### config.mk
export PLATFORM = sky130hd
export DESIGN_NAME = float_to_fixed_pipe
export DESIGN_NICKNAME = d
export VERILOG_FILES = /design/src/rtl/fp_conv_pkg.sv /design/src/rtl/fx_round_sat.sv /design/src/rtl/float_to_fixed_pipe.sv
export SDC_FILE = /design/constraint.sdc
export NUM_CORES = 1
export LEC_CHECK = 0
export BUFFER_PORTS_ARGS = -buffer_cell sky130_fd_sc_hd__buf_2
export CORE_ASPECT_RATIO = 0.5
export CORE_MARGIN = 3
export CORE_UTILIZATION = 30
export DETAILED_ROUTE_END_ITERATION = 6
export GPL_TIMING_DRIVEN = 0
export PLACE_DENSITY = 0.53
export SLEW_MARGIN = 10
export SYNTH_ARGS = -nofsm -noshare
export SYNTH_HDL_FRONTEND = slang
export SYNTH_SLANG_ARGS = --single-unit
### constraint.sdc
create_clock -name clk -period 4.3 [get_ports clk]
set_input_delay 0.645 -clock clk [delete_from_list [all_inputs] [get_ports clk]]
set_output_delay 0.645 -clock clk [all_outputs]
set_load 0.005 [all_outputs]
### src/rtl/fp_conv_pkg.sv
// Shared IEEE-754 single-precision constants, flag bit positions and the
// operand class type used by the float-to-fixed conversion path.
package fp_conv_pkg;

  localparam int FP32_EXP_W  = 8;
  localparam int FP32_MANT_W = 23;
  localparam int FP32_BIAS   = 127;

  localparam int FLG_INVALID   = 3;
  localparam int FLG_OVERFLOW  = 2;
  localparam int FLG_UNDERFLOW = 1;
  localparam int FLG_INEXACT   = 0;

  typedef enum logic [1:0] {ZERO, NORM, INF, NAN} fp_class_e;

  // Denormals classify as ZERO because they are flushed.
  function automatic fp_class_e fp32_classify(input logic [FP32_EXP_W-1:0]  e,
                                              input logic [FP32_MANT_W-1:0] m);
    if (e == '0) return ZERO;
    if (e == '1) return (m == '0) ? INF : NAN;
    return NORM;
  endfunction

endpackage

### src/rtl/fx_round_sat.sv
// Round, saturate and format an aligned magnitude into sign-magnitude or
// two's complement. ROUND_NEAREST_EN selects RNE; otherwise truncation.
module fx_round_sat #(
  parameter int INT_BITS  = 1,
  parameter int FRAC_BITS = 20,
  parameter int OUT_TWOS  = 0
) (
  input  logic                          i_sign,
  input  logic                          i_zero,
  input  logic                          i_sat,
  input  logic [INT_BITS+FRAC_BITS-1:0] i_mag,
  input  logic                          i_guard,
  input  logic                          i_sticky,
  output logic [INT_BITS+FRAC_BITS:0]   o_data,
  output logic                          o_carry
);

  localparam int M = INT_BITS + FRAC_BITS;
  localparam int W = M + 1;

  logic [M:0]   w_sum;
  logic         w_sat;
  logic [M-1:0] w_mag;

`ifdef ROUND_NEAREST_EN
  logic w_inc;
  assign w_inc = i_guard & (i_sticky | i_mag[0]);
  assign w_sum = {1'b0, i_mag} + {{M{1'b0}}, w_inc};
`else
  logic w_unused_rnd;
  assign w_unused_rnd = i_guard ^ i_sticky;
  assign w_sum        = {1'b0, i_mag};
`endif

  // A rounding carry out of the magnitude is an overflow in its own right.
  assign o_carry = w_sum[M] & ~i_sat & ~i_zero;
  assign w_sat   = i_sat | w_sum[M];
  assign w_mag   = w_sat ? {M{1'b1}} : w_sum[M-1:0];

  always_comb begin
    o_data = '0;
    if (i_zero || (!w_sat && w_mag == '0)) begin
      o_data = '0;
    end else if (OUT_TWOS == 0) begin
      o_data = {i_sign, w_mag};
    end else if (w_sat) begin
      o_data = i_sign ? {1'b1, {M{1'b0}}} : {1'b0, {M{1'b1}}};
    end else begin
      o_data = i_sign ? (~{1'b0, w_mag} + W'(1)) : {1'b0, w_mag};
    end
  end

endmodule

### src/rtl/float_to_fixed_pipe.sv
// Three-stage IEEE-754 single to fixed-point converter with valid/ready flow
// control. Build with ROUND_NEAREST_EN for round-to-nearest-even.
module float_to_fixed_pipe
  import fp_conv_pkg::*;
#(
  parameter int INT_BITS  = 1,
  parameter int FRAC_BITS = 20,
  parameter int OUT_TWOS  = 0
) (
  input  logic                        clk,
  input  logic                        rst,
  input  logic                        in_valid,
  output logic                        in_ready,
  input  logic [31:0]                 in_data,
  output logic                        out_valid,
  input  logic                        out_ready,
  output logic [INT_BITS+FRAC_BITS:0] out_data,
  output logic [3:0]                  out_flags
);

  localparam int M  = INT_BITS + FRAC_BITS;
  localparam int W  = M + 1;
  localparam int AW = M + 26;
  localparam logic signed [9:0] SH_OFF  = 10'(FRAC_BITS - FP32_MANT_W);
  localparam logic signed [9:0] INT_S   = 10'(INT_BITS);
  localparam logic signed [9:0] BIAS_S  = 10'(FP32_BIAS);
  localparam logic signed [9:0] FAR_LIM = -10'sd25;
  localparam logic signed [9:0] LSH_OFF = 10'sd26;

  logic w_adv;
  logic r_s1_valid, r_s2_valid, r_out_valid;

  assign w_adv     = out_ready | ~r_out_valid;
  assign in_ready  = w_adv;
  assign out_valid = r_out_valid;

  // ---------------- S1: unpack and classify
  logic                    w_sign, w_big, w_min_neg;
  logic [FP32_EXP_W-1:0]   w_exp;
  logic [FP32_MANT_W-1:0]  w_mant;
  logic signed [9:0]       w_exp_unb;
  fp_class_e               w_cls;

  assign w_sign    = in_data[31];
  assign w_exp     = in_data[30:23];
  assign w_mant    = in_data[22:0];
  assign w_exp_unb = $signed({2'b00, w_exp}) - BIAS_S;
  assign w_cls     = fp32_classify(w_exp, w_mant);
  assign w_big     = (w_cls == NORM) && (w_exp_unb >= INT_S);
  // -2^INT_BITS is exactly the negative saturation word in two's complement.
  assign w_min_neg = (OUT_TWOS != 0) && w_sign && (w_exp_unb == INT_S) && (w_mant == '0);

  logic                   r_s1_sign, r_s1_sat, r_s1_ovf, r_s1_unf;
  fp_class_e              r_s1_cls;
  logic [FP32_MANT_W-1:0] r_s1_mant;
  logic signed [9:0]      r_s1_shift;

  always_ff @(posedge clk) begin
    if (rst) begin
      r_s1_valid <= 1'b0;
      r_s1_sign  <= 1'b0;
      r_s1_cls   <= ZERO;
      r_s1_sat   <= 1'b0;
      r_s1_ovf   <= 1'b0;
      r_s1_unf   <= 1'b0;
      r_s1_mant  <= '0;
      r_s1_shift <= '0;
    end else if (w_adv) begin
      r_s1_valid <= in_valid;
      if (in_valid) begin
        r_s1_sign  <= w_sign;
        r_s1_cls   <= w_cls;
        r_s1_sat   <= (w_cls == INF) || w_big;
        r_s1_ovf   <= (w_cls == INF) || (w_big && !w_min_neg);
        r_s1_unf   <= (w_cls == ZERO) && (w_mant != '0);
        r_s1_mant  <= w_mant;
        r_s1_shift <= w_exp_unb + SH_OFF;
      end
    end
  end

  // ---------------- S2: align; low 26 bits of w_aligned sit below the LSB
  logic          w_far, w_norm_ok;
  logic [9:0]    w_lsh;
  logic [AW-1:0] w_aligned;
  logic [M-1:0]  w_s2_mag;
  logic          w_s2_guard, w_s2_sticky;
  logic [3:0]    w_s2_flags;

  assign w_far       = r_s1_shift < FAR_LIM;
  assign w_lsh       = 10'(r_s1_shift + LSH_OFF);
  assign w_aligned   = {{(AW-24){1'b0}}, 1'b1, r_s1_mant} << w_lsh;
  assign w_s2_mag    = w_far ? '0 : w_aligned[AW-1:26];
  assign w_s2_guard  = ~w_far & w_aligned[25];
  assign w_s2_sticky = w_far | (|w_aligned[24:0]);
  assign w_norm_ok   = (r_s1_cls == NORM) && !r_s1_sat;

  always_comb begin
    w_s2_flags                = '0;
    w_s2_flags[FLG_INVALID]   = (r_s1_cls == NAN);
    w_s2_flags[FLG_OVERFLOW]  = r_s1_ovf;
    w_s2_flags[FLG_UNDERFLOW] = r_s1_unf;
    w_s2_flags[FLG_INEXACT]   = w_norm_ok ? (w_s2_guard | w_s2_sticky) : r_s1_unf;
  end

  logic         r_s2_sign, r_s2_zero, r_s2_sat, r_s2_guard, r_s2_sticky;
  logic [M-1:0] r_s2_mag;
  logic [3:0]   r_s2_flags;

  always_ff @(posedge clk) begin
    if (rst) begin
      r_s2_valid  <= 1'b0;
      r_s2_sign   <= 1'b0;
      r_s2_zero   <= 1'b0;
      r_s2_sat    <= 1'b0;
      r_s2_mag    <= '0;
      r_s2_guard  <= 1'b0;
      r_s2_sticky <= 1'b0;
      r_s2_flags  <= '0;
    end else if (w_adv) begin
      r_s2_valid <= r_s1_valid;
      if (r_s1_valid) begin
        r_s2_sign   <= r_s1_sign;
        r_s2_zero   <= (r_s1_cls == ZERO) || (r_s1_cls == NAN);
        r_s2_sat    <= r_s1_sat;
        r_s2_mag    <= w_s2_mag;
        r_s2_guard  <= w_s2_guard;
        r_s2_sticky <= w_s2_sticky;
        r_s2_flags  <= w_s2_flags;
      end
    end
  end

  // ---------------- S3: round, saturate, format
  logic [W-1:0] w_fx_data;
  logic         w_fx_carry;
  logic [3:0]   w_out_flags;

  fx_round_sat #(
    .INT_BITS (INT_BITS),
    .FRAC_BITS(FRAC_BITS),
    .OUT_TWOS (OUT_TWOS)
  ) u_round_sat (
    .i_sign  (r_s2_sign),
    .i_zero  (r_s2_zero),
    .i_sat   (r_s2_sat),
    .i_mag   (r_s2_mag),
    .i_guard (r_s2_guard),
    .i_sticky(r_s2_sticky),
    .o_data  (w_fx_data),
    .o_carry (w_fx_carry)
  );

  always_comb begin
    w_out_flags               = r_s2_flags;
    w_out_flags[FLG_OVERFLOW] = r_s2_flags[FLG_OVERFLOW] | w_fx_carry;
  end

  logic [W-1:0] r_out_data;
  logic [3:0]   r_out_flags;

  always_ff @(posedge clk) begin
    if (rst) begin
      r_out_valid <= 1'b0;
      r_out_data  <= '0;
      r_out_flags <= '0;
    end else if (w_adv) begin
      r_out_valid <= r_s2_valid;
      if (r_s2_valid) begin
        r_out_data  <= w_fx_data;
        r_out_flags <= w_out_flags;
      end
    end
  end

  assign out_data  = r_out_data;
  assign out_flags = r_out_flags;

endmodule

[Word level (Yosys, flattened, before mapping)]
Index checks and enable logic that the tools add are counted.
Storage, ports and cells
  bits in registers: 95
Cells by class
  shift operators: 1
  $lt $le $gt $ge: 2
  add/sub/neg operators: 3
  bitwise logic cells: 6
  multiplexer cells: 12
  reductions and logical operators: 19
  equal/unequal tests: 5
Operators with widths (number)
  24-bit by 10-bit << shifter with 47-bit output: 1
  21-bit 2-to-1 mux: 2
  25-bit OR reduction: 1
  23-bit logical NOT: 1
  23-bit nonzero test: 1
  22-bit 2-to-1 mux: 1
  21-bit logical NOT: 1
  10-bit by 6-bit adder with 10-bit output, second input constant: 1
  9-bit by 3-bit adder with 10-bit output, second input constant: 1
  10-bit by 6-bit < comparator with 1-bit output, second input constant: 1
  9-bit by 2-bit greater-or-equal comparator with 1-bit output, second input constant: 1
  8-bit by 7-bit subtractor with 9-bit output, second input constant: 1
  8-bit == test, second input constant: 1
  8-bit logical NOT: 1
  2-bit 2-to-1 mux: 4
  2-bit AND reduction: 3
  1-bit 2-to-1 mux: 5
  2-bit by 1-bit == test with 1-bit output, second input constant: 2
  2-bit == test, second input constant: 2
  1-bit logical AND: 4
  2-bit logical NOT: 2
  1-bit logical OR: 3
  1-bit bitwise OR: 3
  1-bit logical NOT: 2
  2 further kinds: 3

[Longest topological paths before layout]
Gate-level depths: netlist of the first run.
  word-level depth: 8
  depth in mapped cells: 12

[Modules after synthesis]
A second synthesis of the first run with hierarchy kept.
Unflattened totals
  cell total of the unflattened synthesis: 826
  area total of the unflattened synthesis: 6436.2 um2
By module, submodules not included
  float_to_fixed_pipe: area an instance 6194.7 um2, instances 1, sequential area each 1921.8 um2, cells each 770
  fx_round_sat: area an instance 241.5 um2, instances 1, sequential area each 0.0 um2, cells each 56

[Worst setup path before layout of the first run]
No wires, ideal clock.
  path type: register to register
  from: reg r_s1_shift[2]
  to: reg r_s2_flags[0]
  slack: 1.552 ns
  buffers on the path: 2
  data arrival time: 2.631 ns
  period minus slack after synthesis: 2.748 ns
  data required time: 4.183 ns
  stages on the path, launching flop included: 10
  cell sequence: dfxtp_1 -> ha_1 -> buf_2 -> buf_2 -> mux4_2 -> mux2_2 -> o21ai_0 -> a31oi_1 -> or4_1 -> a22o_1
Between the ends
  word-level cells in the longest chain between the ends: 6
  elaborated cells between the ends (all ways): 9
Ends and longest elaborated chain
  start: declaration: RTL line float_to_fixed_pipe.sv:56  | logic signed [9:0] r_s1_shift;
  start signal: assignment: RTL line float_to_fixed_pipe.sv:77  | r_s1_shift <= w_exp_unb + SH_OFF;
  10-bit by 6-bit adder with 10-bit output: RTL line float_to_fixed_pipe.sv:91  | assign w_lsh = 10'(r_s1_shift + LSH_OFF);
  24-bit by 10-bit << shifter with 47-bit output: RTL line float_to_fixed_pipe.sv:92  | assign w_aligned = {{(AW-24){1'b0}}, 1'b1, r_s1_mant} << w_lsh;
  25-bit OR reduction: RTL line float_to_fixed_pipe.sv:95  | assign w_s2_sticky = w_far | (|w_aligned[24:0]);
  1-bit bitwise OR: RTL line float_to_fixed_pipe.sv:95
  1-bit bitwise OR *: RTL line float_to_fixed_pipe.sv:103  | w_s2_flags[FLG_INEXACT] = w_norm_ok ? (w_s2_guard | w_s2_sticky) : r_s1_unf;
  1-bit 2-to-1 mux *: RTL line float_to_fixed_pipe.sv:103
  end signal: assignment: RTL line float_to_fixed_pipe.sv:129  | r_s2_flags <= w_s2_flags;
  end: declaration: RTL line float_to_fixed_pipe.sv:108  | logic [3:0] r_s2_flags;
Every way passes the cells marked *; elsewhere a longest branch is shown, timed or not.
A chain may end at the register's enable or synchronous reset.

[Worst setup path after layout of the first run]
Same ends and word-level chain as after synthesis.

==> results of run 1 <==
==> stage by stage <==
| stage | area, sq um | worst slack, ps |
|---|---|---|
| finish | 7116 | 962.0 |
| CTS | 7116 | 1017 |
| global route | 7116 | 779.7 |
| floorplan | 6186 | 1552 |
| detailed placement | 6824 | 1043 |
| global placement | 6824 | 1048 |
==> metal layers <==
layer	part of all wire	wire [microns]	vias up	GRT usage
met2	0.41	8766	180	0.2771
li1	-	-	2903	-
met1	0.53	11500	2824	0.2939
met5	0	0	-	0
met3	0.052	1121	15	0.03377
met4	0.0077	167	0	0.03246
==> how the worst max path moves through the flow <==
stage,from,to,depth (start not counted)
2_1_floorplan,r_s1_shift[2]$_SDFFE_PP0P_,r_s2_flags[0]$_SDFFE_PP0P_,9
3_3_place_gp,r_s1_shift[2]$_SDFFE_PP0P_,r_s2_flags[0]$_SDFFE_PP0P_,10
3_5_place_dp,r_s1_shift[2]$_SDFFE_PP0P_,r_s2_flags[0]$_SDFFE_PP0P_,10
4_1_cts,r_s1_shift[2]$_SDFFE_PP0P_,r_s2_flags[0]$_SDFFE_PP0P_,10
5_1_grt,r_s1_shift[2]$_SDFFE_PP0P_,r_s2_flags[0]$_SDFFE_PP0P_,10
6_report,r_s1_shift[2]$_SDFFE_PP0P_,r_s2_flags[0]$_SDFFE_PP0P_,10
==> kinds of logic after synthesis <==
logic type | after synthesis
DFF | 94
buffers and inverters | 76
and+or+nand+nor | 264
adders and majority gates | 7
AOI/OAI and AO/OA | 224
xor gates and xnor gates | 16
muxes | 70
==> critical path, stage by stage, from the launching register on <==
cell,delay (ps)
dfxtp_1,350
ha_1,340
buf_2,270
buf_2,330
mux2i_1,340
mux2i_1,170
mux2_2,300
o211ai_1,280
nand4_1,130
or4_1,510
a22o_1,220
==> Yosys cell counts, types with 6 or more instances <==
cell,n
clkbuf_8,11
nor4_1,12
a22oi_1,23
a211oi_1,9
xor2_1,6
mux4_2,23
nor2_1,63
xnor2_1,10
o22ai_1,8
nand3_1,14
inv_1,10
dfxtp_1,94
nor2b_1,9
o211ai_1,10
mux2i_1,33
buf_2,8
clkbuf_1,34
mux2_2,14
nor3_1,13
ha_1,7
nand2_1,121
a21oi_1,80
o21ai_0,47
==> area by class of cell <==
| type | count | area [sq um] |
|---|---|---|
| Tap cell | 266 | 332.8 |
| Multi-Input combinational cell | 581 | 3849 |
| Sequential cell | 94 | 1882 |
| Buffer | 65 | 414.1 |
| Clock inverter | 7 | 66.31 |
| Inverter | 11 | 41.29 |
| Timing Repair Buffer | 61 | 305.3 |
| Fill cell | 2086 | 12700 |
| Clock buffer | 9 | 225.2 |
==> state kept, by name, summed over array words and instances, names as in the netlist <==
| name | flops |
|---|---|
| r_s2_zero | 1 |
| r_s1_ovf | 1 |
| r_s2_flags | 4 |
| r_s1_shift | 10 |
| r_s1_unf | 1 |
| r_s2_mag | 21 |
| r_s2_sign | 1 |
| r_s1_mant | 23 |
| r_s2_valid | 1 |
| out_data | 22 |
| r_s1_sign | 1 |
| r_s1_cls | 2 |
| out_valid | 1 |
| out_flags | 4 |
| r_s1_valid | 1 |
==> power breakdown <==
part	switching (mW)	leakage, nW	internal [mW]	total, mW
Sequential	0.0432	0.766	0.905	0.949
Clock	0.395	0.141	0.406	0.801
Combinational	0.410	1.68	0.260	0.670
Total	0.848	2.59	1.57	2.42
==> results.ini, run 1 <==
[place]
dp_hpwl_mm=17.10
port_buffers=61
gp_congestion=0.9422
dp_cells=1078

[yosys]
synth_top_family_by_area=compound AO/OA/AOI/OAI gates
syn_avg_cell_area_sq_um=8.237
synthAdderAreaFrac=0.01416
synthMuxAreaShare=0.1626
synthCells=751
synth_fp_nets=794
synth_simple_gate_area_frac=0.1940
synth_top_area_frac=0.3042
synth_ff_type=dfxtp_1
ys_seq_area_frac=0.3042
async_flop_share=0
yosysWarnings=0
synth-compound-area-share=0.2288
yosys.area.top_type=dfxtp_1
synthXorXnorAreaFrac=0.02265
synth_cell_type_count=69
synth_area_sq_mm=0.006186
synth.area.top_cells=dfxtp_1 (30%), mux4_2 (8.4%), nand2_1 (7.3%)
synth_edf_count=0
synth_seq_cells=94

[sta]
relSlewSlack=0.3685
rsz0062_at_grt=no
finalHoldViolations=0
min_period_ps=3338
whs_ps=449.8
fmax_mhz=299.6
finalSetupViolations=0
fin_setup_tns_ps=0
tightest_slew_ps=940.5
period_share=0.7763
fin_skew_ps=8.352
finalMaxSlewViolations=0

[detailed_routing]
via_per_inst=5.413
routed_wl_mm=21.56
first_pass_iters=5
drc_errors=0
drt-initial-drc-count=479
wl_per_cell_microns=19.71
drtAntennaViolNets=0
dr_total_vias=5922

[clock_network]
cts_tree=built
cts-resized-gates=0
ctsRootBufferMaster=clkbuf_16
hold_buffers=0
clk_latency_ps=350
cts.sinks=94
htree_levels=3
clockBufferDepth=2
clk_pin_slew_ps=70
cts_made_buffers=9
post_cts_buffers=0

[worst_setup_path]
critPathKind=reg -> reg
regToRegEndpoint=r_s2_flags[0]$_SDFFE_PP0P_
end_kind=register
reg2reg_depth=10
ff2ff_setup_slack_ps=960
critPathMaxFanout=10
crit_arrival_ps=3580
cp_data_required_time_ps=4540
r2r-start=r_s1_shift[2]$_SDFFE_PP0P_
start_kind=register

[cells_and_area]
nets=866
synthToLayoutAreaGrowth_pct=15.03
stdcell_count=1094
finish.utilization=0.3590
antenna_cells=0
drive_gt1_frac=0.1824
final_cell_mix=nand2_1 (121), dfxtp_1 (94), a21oi_1 (80)
final_common_cell=nand2_1

[grt]
grt_pass1_vias=5585
grt_pass1_wl_mm=33.55
grt_overflow=0
grt_max_degree=19
antenna_found_initial=0
grtUsageTotal=0.1903

[min_path]
holdCritStartpoint=out_data[4]$_SDFFE_PP0P_
hp-class=reg -> reg
whs_path_depth=2
hold_end=out_data[4]$_SDFFE_PP0P_

[pwr]
p_leak_nw=2.587
power_mw=2.419
irDropWorstVdd_v=0.0001589
p_per_area_mw_per_mm2=340.0

[run]
max_cap_viol_count=0

[die]
die_y_microns=107.5
std_cell_rows=36
io_pins=64
die_x_microns=209.1
die-area_sq_mm=0.02248
initial_utilization=0.3121
coreArea_sq_mm=0.01982

[status]
outcome=completed

No activity file was read; power rests on OpenSTA's default activity.
==> run 2, diff against run 1 <==
ABC_AREA = 1   (was not set)
PLACE_DENSITY = 0.55   (was 0.53)
clock period = 2.72 ns   (was 4.3 ns; I/O delays follow)
==> results.ini, run 2 <==
[run]
max_cap_viol_count=0

[pwr]
p_per_area_mw_per_mm2=565.8
p_leak_nw=3.010
irDropWorstVdd_v=0.0002865
sequentialPowerShare=0.382
internal_power_mw=2.485
power_mw=3.974
p_sw_mw=1.489
swShare=0.3746
p_comb_frac=0.297
power.share.clock=0.321

[worst_setup_path]
end_kind=register
ff2ff_setup_slack_ps=110
crit_arrival_ps=2890
start_kind=register
critPathKind=reg -> reg
critPathMaxFanout=10
cp_data_required_time_ps=3000

[yosys]
synth_fp_nets=964
yosysMostFrequentCell=nand2_1
async_flop_share=0
synthMuxAreaShare=0
synth-compound-area-share=0.1615
synth_top_area_frac=0.3200
synth.area.top_cells=dfxtp_1 (32%), nand2_1 (13%), nand3_1 (11%)
synth_edf_count=0
synthTopCellsByCount=nand2_1 (205), nand3_1 (132), dfxtp_1 (94), nor2_1 (91), o21ai_0 (84)
synthXorXnorAreaFrac=0.01191
synth_seq_cells=94
yosys.area.top_type=dfxtp_1
syn_avg_cell_area_sq_um=6.385
synth_top_family_by_area=simple AND/OR/NAND/NOR gates
synth_simple_gate_area_frac=0.4049
synthAdderAreaFrac=0.01489
synth_ff_type=dfxtp_1
synthCells=921
synth_area_sq_mm=0.005881
ys_seq_area_frac=0.3200
yosysWarnings=0
synth_cell_type_count=37

[die]
die_y_microns=105
initial_utilization=0.3130
io_pins=64
die-area_sq_mm=0.02142
die_x_microns=204
std_cell_rows=35
coreArea_sq_mm=0.01879

[place]
port_buffers=62
placed_cell_area_sq_mm=0.006515
dp_cells=1242
dp_hpwl_mm=16.30
gp_congestion=0.9600

[clock_network]
cts_tree=built
clk_pin_slew_ps=70
htree_levels=3
hold_buffers=0
cts_made_buffers=9
clockBufferDepth=2
ctsRootBufferMaster=clkbuf_16
cts.sinks=94
clk_latency_ps=350

[detailed_routing]
first_pass_iters=5
via_per_inst=5.132
drt-initial-drc-count=458
wl_per_cell_microns=15.92
routed_wl_mm=20.09
drc_errors=0
drtAntennaViolNets=0
dr_total_vias=6477

[cells_and_area]
final_common_cell=nand2_1
synthToLayoutAreaGrowth_pct=19.45
fin_area_sq_mm=0.007024
nFillCells=2035
regArea_sq_mm=0.001898
top_register=r_s1_mant
largest_register_ff_count=23
finish.utilization=0.3739
nets=1041
antenna_cells=0
final_cell_mix=nand2_1 (195), nand3_1 (117), nor2_1 (89)
stdcell_count=1262
multiInputGateArea_sq_mm=0.003636
drive_gt1_frac=0.1785

[sta]
finalMaxSlewViolations=0
whs_ps=324.5
relSlewSlack=0.5790
finalHoldViolations=0
min_period_ps=2607
rsz0062_at_grt=yes
tightest_slew_ps=625.8
period_share=0.9583
fmax_mhz=383.7
fin_skew_ps=12.98
finalSetupViolations=0

[grt]
grt_overflow=0
grt_max_degree=20
antenna_found_initial=0
grt_pass1_wl_mm=31.79
grt_pass1_vias=5921
grtUsageTotal=0.1846

[min_path]
hp-class=in -> reg

[status]
outcome=completed

run 2: cell count changes after synthesis, moves of 28 or more:
cell,change
inv_1,+46
mux2i_1,-33
nand2_1,+84
nand3_1,+118
nor2_1,+28
o21ai_0,+37
run 2: logic make-up (layout without fill, tap and decap cells):
logic type	Yosys count	count (layout)
compound gates	181	181
xor+xnor	8	8
fa+ha+maj	7	7
buf+inv	118	200
flops	94	94
simple gates	513	513
run 2: worst paths after layout:
path	endpoint	startpoint	depth (start not counted)
worst max-delay path	r_s2_flags[0]$_SDFFE_PP0P_	r_s1_shift[1]$_SDFFE_PP0P_	19
worst min-delay path	r_s1_mant[21]$_SDFFE_PP0P_	in_data[21]	3
worst max register to register	r_s2_flags[0]$_SDFFE_PP0P_	r_s1_shift[1]$_SDFFE_PP0P_	19
worst min register to register	out_data[16]$_SDFFE_PP0P_	out_data[16]$_SDFFE_PP0P_	2
run 2: per-layer routing:
metal	wire length, microns	vias to the layer above	part of all wire	global-route usage
met5	0	-	0	0
met4	310	0	0.015	0.04463
met3	1061	22	0.053	0.02677
met2	7901	191	0.39	0.2581
met1	10820	2982	0.54	0.2906
li1	-	3282	-	-
run 2: through the flow:
stage	setup WS [ps]	setup TNS, ps
floorplan	550.1	0
global placement	-32.47	-32.47
detailed placement	-35.28	-35.28
CTS	26.28	0
global route	-51.61	-83.89
finish	113.5	0
run 2: what timing repair did:
item / in CTS / in global routing
gates cloned: 0 / 1
pin swaps: 0 / 16
buffers inserted: 0 / 3
setup endpoints to repair: 1 / 22
resized for setup: 1 / 52
run 2: final cells by class:
class                   instances  area share
multi-input cells             709      0.5176
flip-flops and latches         94      0.2702
repair buffers                 66     0.04898
well taps                     259     0.04613
plain buffers                  59     0.04222
clock buffers                   9     0.03206
inverters                      59     0.03188
clock inverters                 7     0.01087
run 2: worst max-delay path: stages (launching register included):
cell and delay (ps):
dfxtp_2 360, buf_6 150, nand2_2 80, a21oi_2 170
nand2_1 130, nand2_4 140, buf_4 180, buf_6 170
nand4_1 170, nand3_1 150, nand2_1 60, nand2_1 110
nand3_2 100, nand3_1 100, nor2_1 50, nand3_1 90
nand2_2 80, nand3_2 70, nand2_1 50, a21oi_1 120
run 2: power by group through the flow:
stage | Sequential, mW | Combinational [mW] | Clock, mW
after global placement | 1.54 | 1.10 | 0
after global routing | 1.53 | 1.31 | 1.36
after floorplan | 1.52 | 0.784 | 0
after detailed placement | 1.55 | 1.10 | 0
final | 1.52 | 1.18 | 1.27
after CTS | 1.51 | 1.11 | 1.30
